**src/rtl/vehicle_sensor_conditioner_if.sv**
```systemverilog
`default_nettype none
// ============================================================================
// Module : vehicle_sensor_conditioner_if
// Brief  : Sensor-in / demand-out bundle of the loop-detector conditioner.
// Rev    : 1.0  initial release
// ============================================================================
interface vehicle_sensor_conditioner_if;
  logic       sensor_raw;
  logic       count_clr;
  logic       vehicle;
  logic       sensor_fault;
  logic [7:0] vehicle_count;

  modport master (
    output sensor_raw,
    output count_clr,
    input  vehicle,
    input  sensor_fault,
    input  vehicle_count
  );

  modport slave (
    input  sensor_raw,
    input  count_clr,
    output vehicle,
    output sensor_fault,
    output vehicle_count
  );
endinterface
`default_nettype wire

```
**src/rtl/vehicle_sensor_conditioner.sv**
```systemverilog
`default_nettype none
// ============================================================================
// Module : vehicle_sensor_conditioner
// Brief  : Synchronise, debounce and hold the loop contact; flag stuck-on.
// Rev    : 1.0  initial release
// ============================================================================
module vehicle_sensor_conditioner #(
  parameter int DEBOUNCE_CYCLES = 4,
  parameter int HOLD_CYCLES     = 8,
  parameter int STUCK_CYCLES    = 32,
  parameter int CNT_W           = 16
) (
  input  logic                          clock,
  input  logic                          clear,
  vehicle_sensor_conditioner_if.slave   bus
);

  localparam logic [CNT_W-1:0] c_deb_last   = CNT_W'(DEBOUNCE_CYCLES - 1);
  localparam logic [CNT_W-1:0] c_hold_last  = CNT_W'(HOLD_CYCLES - 1);
  localparam logic [CNT_W-1:0] c_stuck_last = CNT_W'(STUCK_CYCLES - 1);
  localparam logic [CNT_W-1:0] c_one        = CNT_W'(1);

  typedef enum logic [2:0] {
    ST_IDLE     = 3'd0,
    ST_QUAL_ON  = 3'd1,
    ST_PRESENT  = 3'd2,
    ST_QUAL_OFF = 3'd3,
    ST_HOLD     = 3'd4,
    ST_FAULT    = 3'd5
  } state_t;

  logic             r_s1, r_s2;
  state_t           r_state, w_state;
  logic [CNT_W-1:0] r_dcnt, w_dcnt;
  logic [CNT_W-1:0] r_hcnt, w_hcnt;
  logic [CNT_W-1:0] r_scnt, w_scnt;
  logic             r_vehicle, w_vehicle;
  logic             r_fault, w_fault;
  logic [7:0]       r_count;
  logic             w_inc;

  always_ff @(posedge clock or negedge clear) begin
    if (!clear) begin
      r_s1      <= 1'b0;
      r_s2      <= 1'b0;
      r_state   <= ST_IDLE;
      r_dcnt    <= '0;
      r_hcnt    <= '0;
      r_scnt    <= '0;
      r_vehicle <= 1'b0;
      r_fault   <= 1'b0;
      r_count   <= 8'd0;
    end else begin
      r_s1      <= bus.sensor_raw;
      r_s2      <= r_s1;
      r_state   <= w_state;
      r_dcnt    <= w_dcnt;
      r_hcnt    <= w_hcnt;
      r_scnt    <= w_scnt;
      r_vehicle <= w_vehicle;
      r_fault   <= w_fault;
      // A clear in the same cycle as an arrival wins.
      if (bus.count_clr) begin
        r_count <= 8'd0;
      end else if (w_inc && (r_count != 8'hFF)) begin
        r_count <= r_count + 8'd1;
      end
    end
  end

  always_comb begin
    w_state   = r_state;
    w_dcnt    = r_dcnt;
    w_hcnt    = r_hcnt;
    w_scnt    = r_scnt;
    w_vehicle = r_vehicle;
    w_fault   = r_fault;
    w_inc     = 1'b0;
    case (r_state)
      ST_IDLE: begin
        w_vehicle = 1'b0;
        if (r_s2) begin
          w_state = ST_QUAL_ON;
          w_dcnt  = c_one;
        end
      end
      ST_QUAL_ON: begin
        if (!r_s2) begin
          if (r_vehicle) begin
            w_state = ST_HOLD;
            w_hcnt  = '0;
          end else begin
            w_state = ST_IDLE;
          end
        end else if (r_dcnt == c_deb_last) begin
          w_state   = ST_PRESENT;
          w_vehicle = 1'b1;
          w_scnt    = '0;
          w_inc     = 1'b1;
        end else begin
          w_dcnt = r_dcnt + c_one;
        end
      end
      ST_PRESENT, ST_QUAL_OFF: begin
        w_scnt = r_scnt + c_one;
        // Stuck detection outranks any release in progress.
        if (r_scnt == c_stuck_last) begin
          w_state   = ST_FAULT;
          w_fault   = 1'b1;
          w_vehicle = 1'b1;
          w_dcnt    = '0;
        end else if (r_state == ST_PRESENT) begin
          if (!r_s2) begin
            w_state = ST_QUAL_OFF;
            w_dcnt  = c_one;
          end
        end else if (r_s2) begin
          w_state = ST_PRESENT;
        end else if (r_dcnt == c_deb_last) begin
          w_state = ST_HOLD;
          w_hcnt  = '0;
        end else begin
          w_dcnt = r_dcnt + c_one;
        end
      end
      ST_HOLD: begin
        w_vehicle = 1'b1;
        w_hcnt    = r_hcnt + c_one;
        if (r_s2) begin
          w_state = ST_QUAL_ON;
          w_dcnt  = c_one;
        end else if (r_hcnt == c_hold_last) begin
          w_state   = ST_IDLE;
          w_vehicle = 1'b0;
        end
      end
      ST_FAULT: begin
        // Fail-safe: keep demanding until the contact is clearly released.
        w_vehicle = 1'b1;
        w_fault   = 1'b1;
        if (r_s2) begin
          w_dcnt = '0;
        end else if (r_dcnt == c_deb_last) begin
          w_state   = ST_IDLE;
          w_vehicle = 1'b0;
          w_fault   = 1'b0;
          w_dcnt    = '0;
        end else begin
          w_dcnt = r_dcnt + c_one;
        end
      end
      default: begin
        w_state   = ST_IDLE;
        w_vehicle = 1'b0;
        w_fault   = 1'b0;
      end
    endcase
  end

  assign bus.vehicle       = r_vehicle;
  assign bus.sensor_fault  = r_fault;
  assign bus.vehicle_count = r_count;

endmodule
`default_nettype wire
```
**src/flat_wrapper.sv**
```systemverilog
// flat-port wrapper written by rule: the top's interface ports become plain ports
module vehicle_sensor_conditioner_flat 
#(
  parameter int DEBOUNCE_CYCLES = 4,
  parameter int HOLD_CYCLES     = 8,
  parameter int STUCK_CYCLES    = 32,
  parameter int CNT_W           = 16
)
  (clock, clear, bus_sensor_raw, bus_count_clr, bus_vehicle, bus_sensor_fault, bus_vehicle_count);
  vehicle_sensor_conditioner_if bus_i ();
  input  logic clock;
  input  logic clear;
  input wire logic [$bits(bus_i.sensor_raw)-1:0] bus_sensor_raw;
  input wire logic [$bits(bus_i.count_clr)-1:0] bus_count_clr;
  output wire logic [$bits(bus_i.vehicle)-1:0] bus_vehicle;
  output wire logic [$bits(bus_i.sensor_fault)-1:0] bus_sensor_fault;
  output wire logic [$bits(bus_i.vehicle_count)-1:0] bus_vehicle_count;
  assign bus_i.sensor_raw = bus_sensor_raw;
  assign bus_i.count_clr = bus_count_clr;
  assign bus_vehicle = bus_i.vehicle;
  assign bus_sensor_fault = bus_i.sensor_fault;
  assign bus_vehicle_count = bus_i.vehicle_count;
  vehicle_sensor_conditioner #(.DEBOUNCE_CYCLES(DEBOUNCE_CYCLES), .HOLD_CYCLES(HOLD_CYCLES), .STUCK_CYCLES(STUCK_CYCLES), .CNT_W(CNT_W)) u_core (.clock(clock), .clear(clear), .bus(bus_i));
endmodule
```
**config.mk**
```make
export PLATFORM = sky130hd
export DESIGN_NAME = vehicle_sensor_conditioner_flat
export DESIGN_NICKNAME = d
export VERILOG_FILES = /design/src/rtl/vehicle_sensor_conditioner_if.sv /design/src/rtl/vehicle_sensor_conditioner.sv /design/src/flat_wrapper.sv
export SDC_FILE = /design/constraint.sdc
export NUM_CORES = 1
export LEC_CHECK = 0
export CELL_PAD_IN_SITES_DETAIL_PLACEMENT = 0
export CELL_PAD_IN_SITES_GLOBAL_PLACEMENT = 1
export CORE_MARGIN = 2
export CORE_UTILIZATION = 50
export DETAILED_ROUTE_END_ITERATION = 7
export DONT_BUFFER_PORTS = 1
export PLACE_DENSITY = 0.86
export SKIP_CTS_REPAIR_TIMING = 1
export SLEW_MARGIN = 20
export SYNTH_ARGS = -nofsm -noshare
export SYNTH_HDL_FRONTEND = slang
export SYNTH_SLANG_ARGS = --single-unit
```
**constraint.sdc**
```tcl
create_clock -name clock -period 3.9 [get_ports clock]
set_clock_uncertainty 0.1 [all_clocks]
set_input_delay 0.78 -clock clock [delete_from_list [all_inputs] [get_ports clock]]
set_output_delay 0.78 -clock clock [all_outputs]
set_load 0.01 [all_outputs]
```
==> results.rst, run 1 <==
.. list-table::
   :header-rows: 1

   * - Metric
     - Value
   * - Clock tree from TritonCTS
     - built
   * - Syn_nets
     - around 400
   * - Largest family of logic cells by synthesized area
     - simple AND/OR/NAND/NOR gates
   * - Total Power Consumption
     - 0.00204 W
   * - Initial DRT Pass Iterations
     - 4
   * - Clock transition at the register clock pins on the worst setup and hold paths after CTS
     - ~0.070 ns
   * - Warnings from Yosys
     - 0
   * - Count of non-filler cells in the finished layout
     - 489
   * - Htree depth
     - 3
   * - Top-level port count
     - 14
   * - Die Y-Extent
     - between 80 and 90 um
   * - Static leakage power
     - ~1.6 nW
   * - Fraction of synthesized area in multiplexers
     - 0.0119
   * - Share of async-settable or async-resettable flops after synthesis
     - 1.00
   * - Worst Setup Path Type
     - flop to flop
   * - Top_reg_cell synth
     - dfrtp_1
   * - Number of cells produced by synthesis
     - between 300 and 400
   * - Total clock sinks
     - 63
   * - Pre-CTS WS
     - about 1.4 ns
   * - Most common library cell in the layout ignoring fill and taps
     - dfrtp_1
   * - Routed length per instance
     - roughly 14 um
   * - Residual antenna-violating net count after detailed routing
     - 0
   * - Number of max-cap violations
     - 0
   * - Signed area change from the synthesized netlist to the final layout
     - 6.11%
   * - Clock Latency Late Sink
     - ~0.35 ns
   * - Worst hold path type
     - input pin to asynchronous set/reset pin
   * - Power per standard cell area
     - approximately 540 mW/mm2
   * - Cell Chain, Critical Path
     - ha_1 > and4b_1 > and4_1 > o21a_2 > nand4_2 > or3_1 > a21oi_1
   * - Share of total power consumed by net switching
     - 0.369
   * - Setup TNS
     - 0 ns
   * - Max Transition Viols Final
     - 0
   * - Overall die width
     - 88.4 um
   * - Number of fillers in the final layout
     - 632
   * - Placeable Area
     - slightly below 0.007 mm2
   * - Net switching component of the power
     - roughly 0.00075 W
   * - Sequential cell fraction of total power
     - 0.440
   * - GRT Residual Overflow
     - 0
   * - Per-cell via count in the routed design
     - roughly 5.7
   * - Required time reported for the critical path endpoint
     - 4.07 ns
   * - Type of destination of the critical path
     - flop
   * - Crit path max fanout
     - 11
   * - Most frequent cells in the layout
     - 63 x dfrtp_1, 54 x nor2_1, 44 x o21ai_0, 44 x nand2_1, 16 x a21oi_1
   * - Clock root buffer master
     - clkbuf_8
   * - Proportion of synthesized chip area in sequential cells
     - 0.443
   * - GRT Overall Usage
     - 0.201
   * - Number of buffers between clock root and the deepest sink
     - 2
   * - Total of buffers placed on input and output ports
     - 0
   * - Data arrival time of the critical path
     - 2.66 ns
   * - Rows
     - 30
   * - Multi-input gate area in the final layout
     - between 0.0015 and 0.002 mm2
   * - First-pass GRT wire length
     - approximately 12 mm
   * - Inserted Clock Buffers
     - 9
   * - Cell Count Post-Placement
     - approximately 470
   * - Post-layout net count
     - ~400
   * - DRC Markers
     - 0
   * - Total via count in the routed design
     - 2778
   * - Share of power burned in combinational logic
     - 0.279
   * - Clk pwr share
     - 0.282
   * - Placer congestion estimate
     - between 0.7 and 0.8
   * - Number of synthesized register bits
     - between 60 and 70
   * - Mapped Area
     - around 0.0036 mm2
   * - Post-route minimum period
     - roughly 2.5 ns
   * - Final hold slack
     - 0.0200 ns
   * - Family with the most delay on the worst path
     - simple AND/OR/NAND/NOR gates
   * - Share of synthesized cell area in full adder, half adder and majority cells
     - 0.0207
   * - Antenna violations before repair
     - 0
   * - Fraction of final layout cells sized beyond drive strength 1
     - 0.0763
   * - Vias in the first global route
     - 2603
   * - Storage element area
     - ~0.0016 mm2
   * - Effective utilization at floorplan
     - 0.521
   * - Post-synthesis compound-gate area fraction
     - 0.144
   * - EDFF count, synth
     - 0
   * - Worst path bufs/invs
     - 0
   * - Crit-path max cell delay
     - between 0.4 and 0.5 ns
   * - Detailed Route WL
     - between 7 and 8 mm
   * - P_int
     - 0.00129 W
   * - Basic-gate share of the synthesized area counting and, or, nand and nor cells
     - 0.271
   * - Part of the cycle the worst path needs
     - 0.640
   * - Max Fclk
     - 401 MHz
   * - Worst rel slew slack
     - 0.390
   * - Final setup slack of the worst path
     - 1.40 ns
   * - Run status
     - complete, no violations
   * - Post-synthesis xor/xnor area fraction
     - 0.0689
   * - Count of antenna diodes in the layout
     - 0
   * - Worst Tran Pin Value
     - between 0.9 and 1 ns
   * - Highest ir drop seen on vdd
     - about 0.32 mV
   * - Average size of a mapped cell
     - 9.08 um2
   * - First-iteration detailed-routing DRC count
     - 140
   * - Setup repair after global routing missed its margin
     - false
   * - Kind of start point of the critical path
     - flop
   * - Final Hold Vio Count
     - 0
   * - Highest-delay cell along the critical path
     - and4_1
   * - Pin count of the biggest net entering global routing
     - between 60 and 70
   * - Final setup vio count
     - 0
   * - Number of different library cells in the post-synthesis netlist
     - approximately 60
   * - Floorplan die area
     - 0.00781 mm2
   * - Final HPWL DP
     - 4.48 mm
-- cells in the mapped netlist, types with 2 or more instances --
library cell,number,share of area
a21oi_1,16,0.022
a22oi_1,2,0.0042
a31oi_1,4,0.0070
and2_1,3,0.0053
and3_1,6,0.011
and4_1,4,0.0098
buf_2,3,0.0042
buf_6,4,0.013
clkbuf_1,7,0.0074
dfrtp_1,63,0.44
ha_1,5,0.018
inv_1,9,0.0095
mux2_1,2,0.0063
mux2i_1,2,0.0056
nand2_1,44,0.046
nand3_1,15,0.021
nand4_1,11,0.019
nor2_1,54,0.057
nor2b_1,3,0.0053
nor3_1,11,0.015
nor4_1,6,0.011
nor4_4,2,0.012
nor4b_1,2,0.0049
o21ai_0,44,0.062
or3_1,8,0.014
xnor2_1,13,0.032
xor2_1,15,0.037
-- layout make-up --
cell class	count	area share
Multi-Input combinational cell	303	0.487
Sequential cell	63	0.417
Clock buffer	13	0.0394
Tap cell	96	0.0318
Clock inverter	3	0.0113
Inverter	9	0.00894
Timing Repair Buffer	2	0.00464
-- worst register-to-register path, cell delays in order (launching register included) --
cell and delay [ns]:
dfrtp_1 0.39, ha_1 0.20, and4b_1 0.19, and4_1 0.45, o21a_2 0.30, nand4_2 0.23
or3_1 0.42, a21oi_1 0.15
-- state kept, by name, indices dropped and copies added (netlist names) --
register and flops:
u_core.r_dcnt 16, u_core.r_hcnt 16, u_core.r_s1 1, u_core.r_s2 1
u_core.bus.vehicle_count 8, u_core.r_state 3, u_core.bus.sensor_fault 1, u_core.r_scnt 16
u_core.bus.vehicle 1
-- per-layer routing --
metal	part of all wire	vias up	GRT usage
met4	0.016	0	0.0826
li1	-	1384	-
met3	0.031	10	0.0382
met1	0.51	1346	0.290
met5	0	-	0
met2	0.44	38	0.297
-- cells by family (layout without fill, tap and decap cells) --
logic type                 Yosys count  count (layout)
and+or+nand+nor                    181             181
muxes                                4               4
buffers and inverters               26              27
AOI/OAI and AO/OA                   84              84
xor gates and xnor gates            28              28
DFF                                 63              63
adders and majority gates            6               6
-- stage by stage --
stage,util,area (um2)
floorplan,-,3560
global placement,0.524,3580
detailed placement,0.524,3580
CTS,0.552,3770
global route,0.553,3780
finish,0.553,3780
-- power by group through the flow --
| stage | logic (W) | clock network, W | registers [W] |
|---|---|---|---|
| finish | 0.000570 | 0.000575 | 0.000898 |
| global route | 0.000659 | 0.000615 | 0.000922 |
| CTS | 0.000570 | 0.000588 | 0.000896 |
| detailed placement | 0.000565 | 0 | 0.000907 |
| global placement | 0.000558 | 0 | 0.000905 |
| floorplan | 0.000559 | 0 | 0.000824 |
-- path summary, 6_finish.rpt --
check / from / to / slack, ns / cells after the start
min: clear / u_core.r_hcnt[7]$_DFFE_PN0P_ / 0.02 / 0
max reg2reg: u_core.r_scnt[0]$_DFFE_PN0P_ / u_core.r_dcnt[15]$_DFFE_PN0P_ / 1.40 / 7
min reg2reg: u_core.r_s1$_DFF_PN0_ / u_core.r_s2$_DFF_PN0_ / 0.25 / 0
min in group clock: u_core.r_s1$_DFF_PN0_ / u_core.r_s2$_DFF_PN0_ / 0.25 / 0
max: u_core.r_scnt[0]$_DFFE_PN0P_ / u_core.r_dcnt[15]$_DFFE_PN0P_ / 1.40 / 7
max in group asynchronous: clear / u_core.r_state[0]$_DFFE_PN0P_ / 2.62 / 1
Note: power is estimated with default switching activity, not from simulation.
==> run 2, diff against run 1 <==
--- a/config.mk
+++ b/config.mk
@@ -8,10 +8,10 @@
 export CELL_PAD_IN_SITES_DETAIL_PLACEMENT = 0
 export CELL_PAD_IN_SITES_GLOBAL_PLACEMENT = 1
 export CORE_MARGIN = 2
-export CORE_UTILIZATION = 50
+export CORE_UTILIZATION = 45
 export DETAILED_ROUTE_END_ITERATION = 7
 export DONT_BUFFER_PORTS = 1
-export PLACE_DENSITY = 0.86
+export PLACE_DENSITY = 0.82
 export SKIP_CTS_REPAIR_TIMING = 1
 export SLEW_MARGIN = 20
 export SYNTH_ARGS = -nofsm -noshare
==> constraint.sdc (replaced) <==
create_clock -name clock -period 2.2 [get_ports clock]
set_clock_uncertainty 0.1 [all_clocks]
set_input_delay 0.44 -clock clock [delete_from_list [all_inputs] [get_ports clock]]
set_output_delay 0.44 -clock clock [all_outputs]
set_load 0.01 [all_outputs]
==> run 2 against run 1 <==
The run now ends with negative setup slack left. Total power increased by 95%. Global-route usage decreased by 0.96 points. Sequential power increased by 65%. Hold slack got worse by 0.0018 ns. Die area increased by 11%. Routed wire length increased by 13%. Via count increased by 8.1%. Critical path depth unchanged. Critical endpoint is now u_core.r_state[1]$_DFFE_PN0P_. Highest routed layer unchanged.
==> results.rst, run 2 (synthesized netlist as in run 1, its figures left out) <==
.. list-table::
   :header-rows: 1

   * - Metric
     - Value
   * - Cell Chain, Critical Path
     - ha_4 > nor4b_1 > and4_2 > nor2_1 > a221oi_2 > a21oi_2 > mux2_4
   * - Worst Setup Path Type
     - flop to flop
   * - Reg-to-reg slack, setup
     - -0.0008 ns
   * - Storage element area
     - approximately 0.0016 mm2
   * - Worst rel slew slack
     - 0.656
   * - GRT Overall Usage
     - 0.191
   * - Final setup vio count
     - 1
   * - Worst hold path type
     - input pin to flop
   * - Most common library cell in the layout ignoring fill and taps
     - dfrtp_1
   * - Floorplan die area
     - 0.00864 mm2
   * - Type of destination of the critical path
     - flop
   * - Placer congestion estimate
     - about 0.8
   * - Final HPWL DP
     - 5.35 mm
   * - Critical path capture point
     - u_core.r_state[1]$_DFFE_PN0P_
   * - Max Transition Viols Final
     - 0
   * - Most frequent cells in the layout
     - 63 x dfrtp_1, 53 x nor2_1, 48 x buf_4
   * - Final hold slack
     - roughly 0.018 ns
   * - Worst Tran Pin Value
     - approximately 0.5 ns
   * - Final Hold Vio Count
     - 0
   * - Part of the cycle the worst path needs
     - 1.00
   * - First-pass GRT wire length
     - between 10 and 15 mm
   * - Regs by FF count
     - u_core.r_dcnt (16), u_core.r_hcnt (16), u_core.r_scnt (16)
   * - Total clock sinks
     - 63
   * - Met1 Resource Use GR
     - 0.274
   * - Htree depth
     - 3
   * - Power per standard cell area
     - approximately 940 mW/mm2
   * - Reg-to-Reg Start
     - u_core.r_dcnt[1]$_DFFE_PN0P_
   * - Top-level port count
     - 14
   * - Run status
     - complete, but fails checks
   * - Initial DRT Pass Iterations
     - 5
   * - DRC Markers
     - 0
   * - Placeable Area
     - just under 0.008 mm2
   * - Count of non-filler cells in the finished layout
     - between 500 and 600
   * - GRT Residual Overflow
     - 0
   * - Overall die width
     - between 90 and 100 um
   * - Clock Latency Late Sink
     - approximately 0.35 ns
   * - Multi-input gate area in the final layout
     - 0.00192 mm2
   * - Kind of start point of the critical path
     - flop
   * - Clock root buffer master
     - clkbuf_8
   * - Signed area change from the synthesized netlist to the final layout
     - 19.3%
   * - Violated checks
     - negative setup slack
   * - Number of max-cap violations
     - 0
   * - Met2 usage
     - 0.285
   * - First-iteration detailed-routing DRC count
     - approximately 190
   * - Inserted Clock Buffers
     - 9
   * - Routed length per instance
     - between 10 and 15 um
   * - Fraction of final layout cells sized beyond drive strength 1
     - 0.219
   * - Post-route minimum period
     - approximately 2.2 ns
   * - Total via count in the routed design
     - ~3000
   * - Crit path max fanout
     - 4
   * - Highest-delay cell along the critical path
     - dfrtp_1
   * - Post-layout net count
     - 447
   * - Cell Count Post-Placement
     - slightly above 500
   * - Setup repair after global routing missed its margin
     - true
   * - Number of cells on the worst reg-to-reg path
     - 7
   * - Count of antenna diodes in the layout
     - 0
   * - Effective utilization at floorplan
     - 0.463
   * - Crit-path max cell delay
     - between 0.4 and 0.5 ns
   * - Clock transition at the register clock pins on the worst setup and hold paths after CTS
     - about 0.07 ns
   * - Required time reported for the critical path endpoint
     - between 2 and 2.5 ns
   * - Number of buffers between clock root and the deepest sink
     - 2
   * - M3 GR Usage
     - 0.0301
   * - Final setup slack of the worst path
     - -0.000824 ns
   * - Data arrival time of the critical path
     - about 2.3 ns
   * - Pin count of the biggest net entering global routing
     - 64
   * - Most used routing layer in global routing
     - met2
   * - Max Fclk
     - 454 MHz
   * - Highest ir drop seen on vdd
     - roughly 0.6 mV
   * - Vias in the first global route
     - 2761
   * - Rows
     - 32
   * - Antenna violations before repair
     - 0
   * - Startpoint of the worst setup timing path
     - u_core.r_dcnt[1]$_DFFE_PN0P_
   * - Clock tree from TritonCTS
     - built
   * - Total of buffers placed on input and output ports
     - 0
   * - Capture point of the worst reg-to-reg path
     - u_core.r_state[1]$_DFFE_PN0P_
   * - Die Y-Extent
     - a little over 90 um
   * - Per-cell via count in the routed design
     - around 5.5
   * - Residual antenna-violating net count after detailed routing
     - 0
   * - Detailed Route WL
     - 7.93 mm
   * - Static leakage power
     - roughly 1.8 nW
   * - Number of fillers in the final layout
     - between 700 and 800
## run 2: cell count changes in the layout (fill, tap and decap cells not counted), sizes merged
cell / before / now
bufinv: 1 / 0
buf: 1 / 51
clkinv: 1 / 5
clkbuf: 13 / 9
clkinvlp: 1 / 2
## run 2: layout make-up
class                           count  area share
Clock buffer                        9      0.0292
Multi-Input combinational cell    303       0.453
Tap cell                          102      0.0300
Inverter                            9     0.00795
Clock inverter                      7     0.00942
Timing Repair Buffer               52      0.0995
Sequential cell                    63       0.371
## run 2: through the flow
step	power (W)	TNS [ns]	utilization	area (um2)	setup WS (ns)
final	0.00398	-0.000824	0.553	4250	-0.000824
after global routing	0.00426	-0.367	0.553	4250	-0.123
after CTS	0.00373	-1.01	0.528	4060	-0.0974
after detailed placement	0.00286	-0.907	0.506	3890	-0.0987
after global placement	0.00282	0	0.506	3890	0.0181
after floorplan	0.00245	0	-	3560	0.0358
## run 2: power breakdown
group | internal [W] | switching, W | leakage [nW]
Sequential | 0.00131 | 0.000173 | 0.851
Clock | 0.000397 | 0.000461 | 0.0846
Combinational | 0.000754 | 0.000887 | 0.907
Total | 0.00246 | 0.00152 | 1.84
## run 2: metal layers
metal  wire [um]  vias to the layer above  share of wire
li1            -                     1491              -
met1        3850                     1463           0.49
met4         119                        0          0.015
met5           0                        -              0
met3         192                       13          0.024
met2        3770                       36           0.47
## run 2: worst min path at each step
stage / cells past startpoint / from / slack, ns / endpoint
3_5_place_dp: 0 / clear / 0.05 / u_core.r_hcnt[8]$_DFFE_PN0P_
3_3_place_gp: 0 / clear / 0.05 / u_core.r_hcnt[8]$_DFFE_PN0P_
6_report: 0 / bus_sensor_raw / 0.02 / u_core.r_s1$_DFF_PN0_
4_1_cts: 0 / clear / -0.33 / u_core.r_hcnt[8]$_DFFE_PN0P_
5_1_grt: 0 / bus_sensor_raw / 0.005 / u_core.r_s1$_DFF_PN0_
2_1_floorplan: 0 / clear / 0.04 / u_core.bus.sensor_fault$_DFFE_PN0P_
## run 2: critical path: cells and delay by family (launching register included)
family | cells | cell delay [ns]
AO/OA/AOI/OAI | 2 | 0.32
multiplexers | 1 | 0.32
flip-flops | 1 | 0.42
adder cells (fa/ha/maj) | 1 | 0.19
AND/OR/NAND/NOR | 3 | 0.72
==> run 3, diff against run 2 <==
--- a/config.mk
+++ b/config.mk
@@ -7,13 +7,11 @@
 export LEC_CHECK = 0
 export CELL_PAD_IN_SITES_DETAIL_PLACEMENT = 0
 export CELL_PAD_IN_SITES_GLOBAL_PLACEMENT = 1
-export CORE_MARGIN = 2
 export CORE_UTILIZATION = 45
 export DETAILED_ROUTE_END_ITERATION = 7
 export DONT_BUFFER_PORTS = 1
 export PLACE_DENSITY = 0.82
 export SKIP_CTS_REPAIR_TIMING = 1
-export SLEW_MARGIN = 20
 export SYNTH_ARGS = -nofsm -noshare
 export SYNTH_HDL_FRONTEND = slang
 export SYNTH_SLANG_ARGS = --single-unit
==> run 3 against run 2 <==
Global-route usage up 0.70 points. Sequential power about the same. Highest routed layer unchanged. Count of clock-buffer cells in the layout up 4. Critical path depth unchanged. Design area unchanged. Combinational power down 3%. Total power down 1.1%. Non-clock buffer count down 1. The run now ends clean.
==> results.rst, run 3 (synthesized netlist as in run 1, its figures left out) <==
.. list-table::
   :header-rows: 1

   * - Metric
     - Value
   * - Final setup vio count
     - 0
   * - Fraction of final layout cells sized beyond drive strength 1
     - 0.216
   * - Regs by FF count
     - u_core.r_dcnt (16), u_core.r_hcnt (16), u_core.r_scnt (16)
   * - Family with the most delay on the worst path
     - adder cells
   * - Crit-path max cell delay
     - just over 0.4 ns
   * - Worst path bufs/invs
     - 0
   * - Vias in the first global route
     - 2837
   * - Post-route minimum period
     - approximately 2.2 ns
   * - Worst hold path type
     - input pin to flop
   * - Inserted Clock Buffers
     - 9
   * - GRT Overall Usage
     - 0.198
   * - Residual antenna-violating net count after detailed routing
     - 0
   * - Max Fclk
     - approximately 460 MHz
   * - Reg-to-Reg Start
     - u_core.r_dcnt[1]$_DFFE_PN0P_
   * - Cell Chain, Critical Path
     - ha_4 > nor4b_4 > nand4_4 > maj3_2 > a221oi_2 > a21oi_2 > mux2_4
   * - Post-layout net count
     - approximately 450
   * - Max Transition Viols Final
     - 0
   * - Signed area change from the synthesized netlist to the final layout
     - 19.3%
   * - Overall die width
     - a little over 90 um
   * - Per-cell via count in the routed design
     - roughly 5.5
   * - Crit path max fanout
     - 5
   * - Highest ir drop seen on vdd
     - approximately 0.47 mV
   * - Number of cells traversed by the worst hold path
     - 0
   * - Placeable Area
     - a little under 0.008 mm2
   * - First-iteration detailed-routing DRC count
     - 215
   * - First-pass GRT wire length
     - approximately 13 mm
   * - Most common library cell in the layout ignoring fill and taps
     - dfrtp_1
   * - Type of destination of the critical path
     - flop
   * - Placer congestion estimate
     - 0.776
   * - Capture point of the worst reg-to-reg path
     - u_core.r_state[2]$_DFFE_PN0P_
   * - Effective utilization at floorplan
     - 0.463
   * - Reg-to-reg slack, setup
     - about 0.014 ns
   * - Detailed Route WL
     - 7.63 mm
   * - Worst Tran Pin Value
     - about 0.5 ns
   * - Count of antenna diodes in the layout
     - 0
   * - Setup TNS
     - 0 ns
   * - Total clock sinks
     - 63
   * - Kind of start point of the critical path
     - flop
   * - Number of buffers between clock root and the deepest sink
     - 2
   * - GRT Residual Overflow
     - 0
   * - Total of buffers placed on input and output ports
     - 0
   * - Antenna violations before repair
     - 0
   * - Data arrival time of the critical path
     - 2.30 ns
   * - Number of max-cap violations
     - 0
   * - DRC Markers
     - 0
   * - Clock root buffer master
     - clkbuf_8
   * - Floorplan die area
     - between 0.008 and 0.009 mm2
   * - Number of fillers in the final layout
     - around 680
   * - Clock tree from TritonCTS
     - built
   * - Pin count of the biggest net entering global routing
     - 64
   * - Die Y-Extent
     - approximately 91 um
   * - Total Power Consumption
     - a little under 0.004 W
   * - Most frequent cells in the layout
     - 61 x dfrtp_1, 53 x nor2_1, 49 x buf_4
   * - Routed length per instance
     - approximately 14 um
   * - Highest-delay cell along the critical path
     - dfrtp_1
   * - Final Hold Vio Count
     - 0
   * - Met2 usage
     - 0.313
   * - Worst rel slew slack
     - 0.660
   * - Rows
     - 32
   * - Most used routing layer in global routing
     - met2
   * - Final HPWL DP
     - 5.16 mm
   * - Required time reported for the critical path endpoint
     - between 2 and 2.5 ns
   * - Clock transition at the register clock pins on the worst setup and hold paths after CTS
     - ~0.060 ns
   * - Power per standard cell area
     - 927 mW/mm2
   * - Met1 Resource Use GR
     - 0.277
   * - Clock Latency Late Sink
     - between 0.3 and 0.4 ns
   * - Total via count in the routed design
     - around 3000
   * - Part of the cycle the worst path needs
     - 0.994
   * - Worst Setup Path Type
     - flop to flop
   * - Number of cells on the worst reg-to-reg path
     - 7
   * - Top-level port count
     - 14
   * - Run status
     - complete, no violations
   * - Initial DRT Pass Iterations
     - 4
   * - Htree depth
     - 3
   * - Worst Min Path Start
     - bus_sensor_raw
   * - Static leakage power
     - ~1.8 nW
   * - M3 GR Usage
     - 0.0452
   * - Worst Hold End
     - u_core.r_s1$_DFF_PN0_
   * - Setup repair after global routing missed its margin
     - true
## run 3: layout make-up
class | count | area (um2) | share of cell area
sequential | 63 | 1580 | 0.372
timing repair buffer | 51 | 405 | 0.0954
tap | 102 | 128 | 0.0300
multi-input combinational | 303 | 1940 | 0.456
inverter | 9 | 33.8 | 0.00795
clock buffer | 13 | 159 | 0.0374
clock inverter | 1 | 5.00 | 0.00118
## run 3: layer usage
metal | part of all wire | vias to the layer above
li1 | - | 1486
met1 | 0.50 | 1425
met2 | 0.46 | 37
met3 | 0.023 | 8
met4 | 0.013 | 0
met5 | 0 | -
## run 3: how the worst max path moves through the flow
stage,end,depth (start not counted),slack (ns),from
after floorplan,u_core.r_state[1]$_DFFE_PN0P_,7,0.04,u_core.r_dcnt[0]$_DFFE_PN0P_
after global placement,u_core.r_state[1]$_DFFE_PN0P_,7,-0.04,u_core.r_dcnt[0]$_DFFE_PN0P_
after detailed placement,u_core.r_state[1]$_DFFE_PN0P_,7,-0.05,u_core.r_dcnt[1]$_DFFE_PN0P_
after CTS,u_core.r_state[1]$_DFFE_PN0P_,7,-0.07,u_core.r_dcnt[0]$_DFFE_PN0P_
after global routing,u_core.r_state[2]$_DFFE_PN0P_,7,-0.08,u_core.r_dcnt[1]$_DFFE_PN0P_
final,u_core.r_state[2]$_DFFE_PN0P_,7,0.01,u_core.r_dcnt[1]$_DFFE_PN0P_
## run 3: through the flow
stage	std cells	hold WS, ns	cell area (um2)	utilization	worst slack (ns)
5_1_grt	542	0.0117	4250	0.553	-0.0801
4_1_cts	536	-0.314	4080	0.531	-0.0707
2_1_floorplan	392	0.0444	3560	-	0.0358
3_3_place_gp	522	0.0468	3920	0.509	-0.0418
3_5_place_dp	522	0.0473	3920	0.509	-0.0466
6_report	542	0.0300	4250	0.553	0.0137
## run 3: report_power, final
group          leakage (nW)  internal (W)  switching (W)
Clock                0.0854      0.000457       0.000418
Sequential            0.848       0.00131       0.000161
Combinational         0.902      0.000738       0.000853
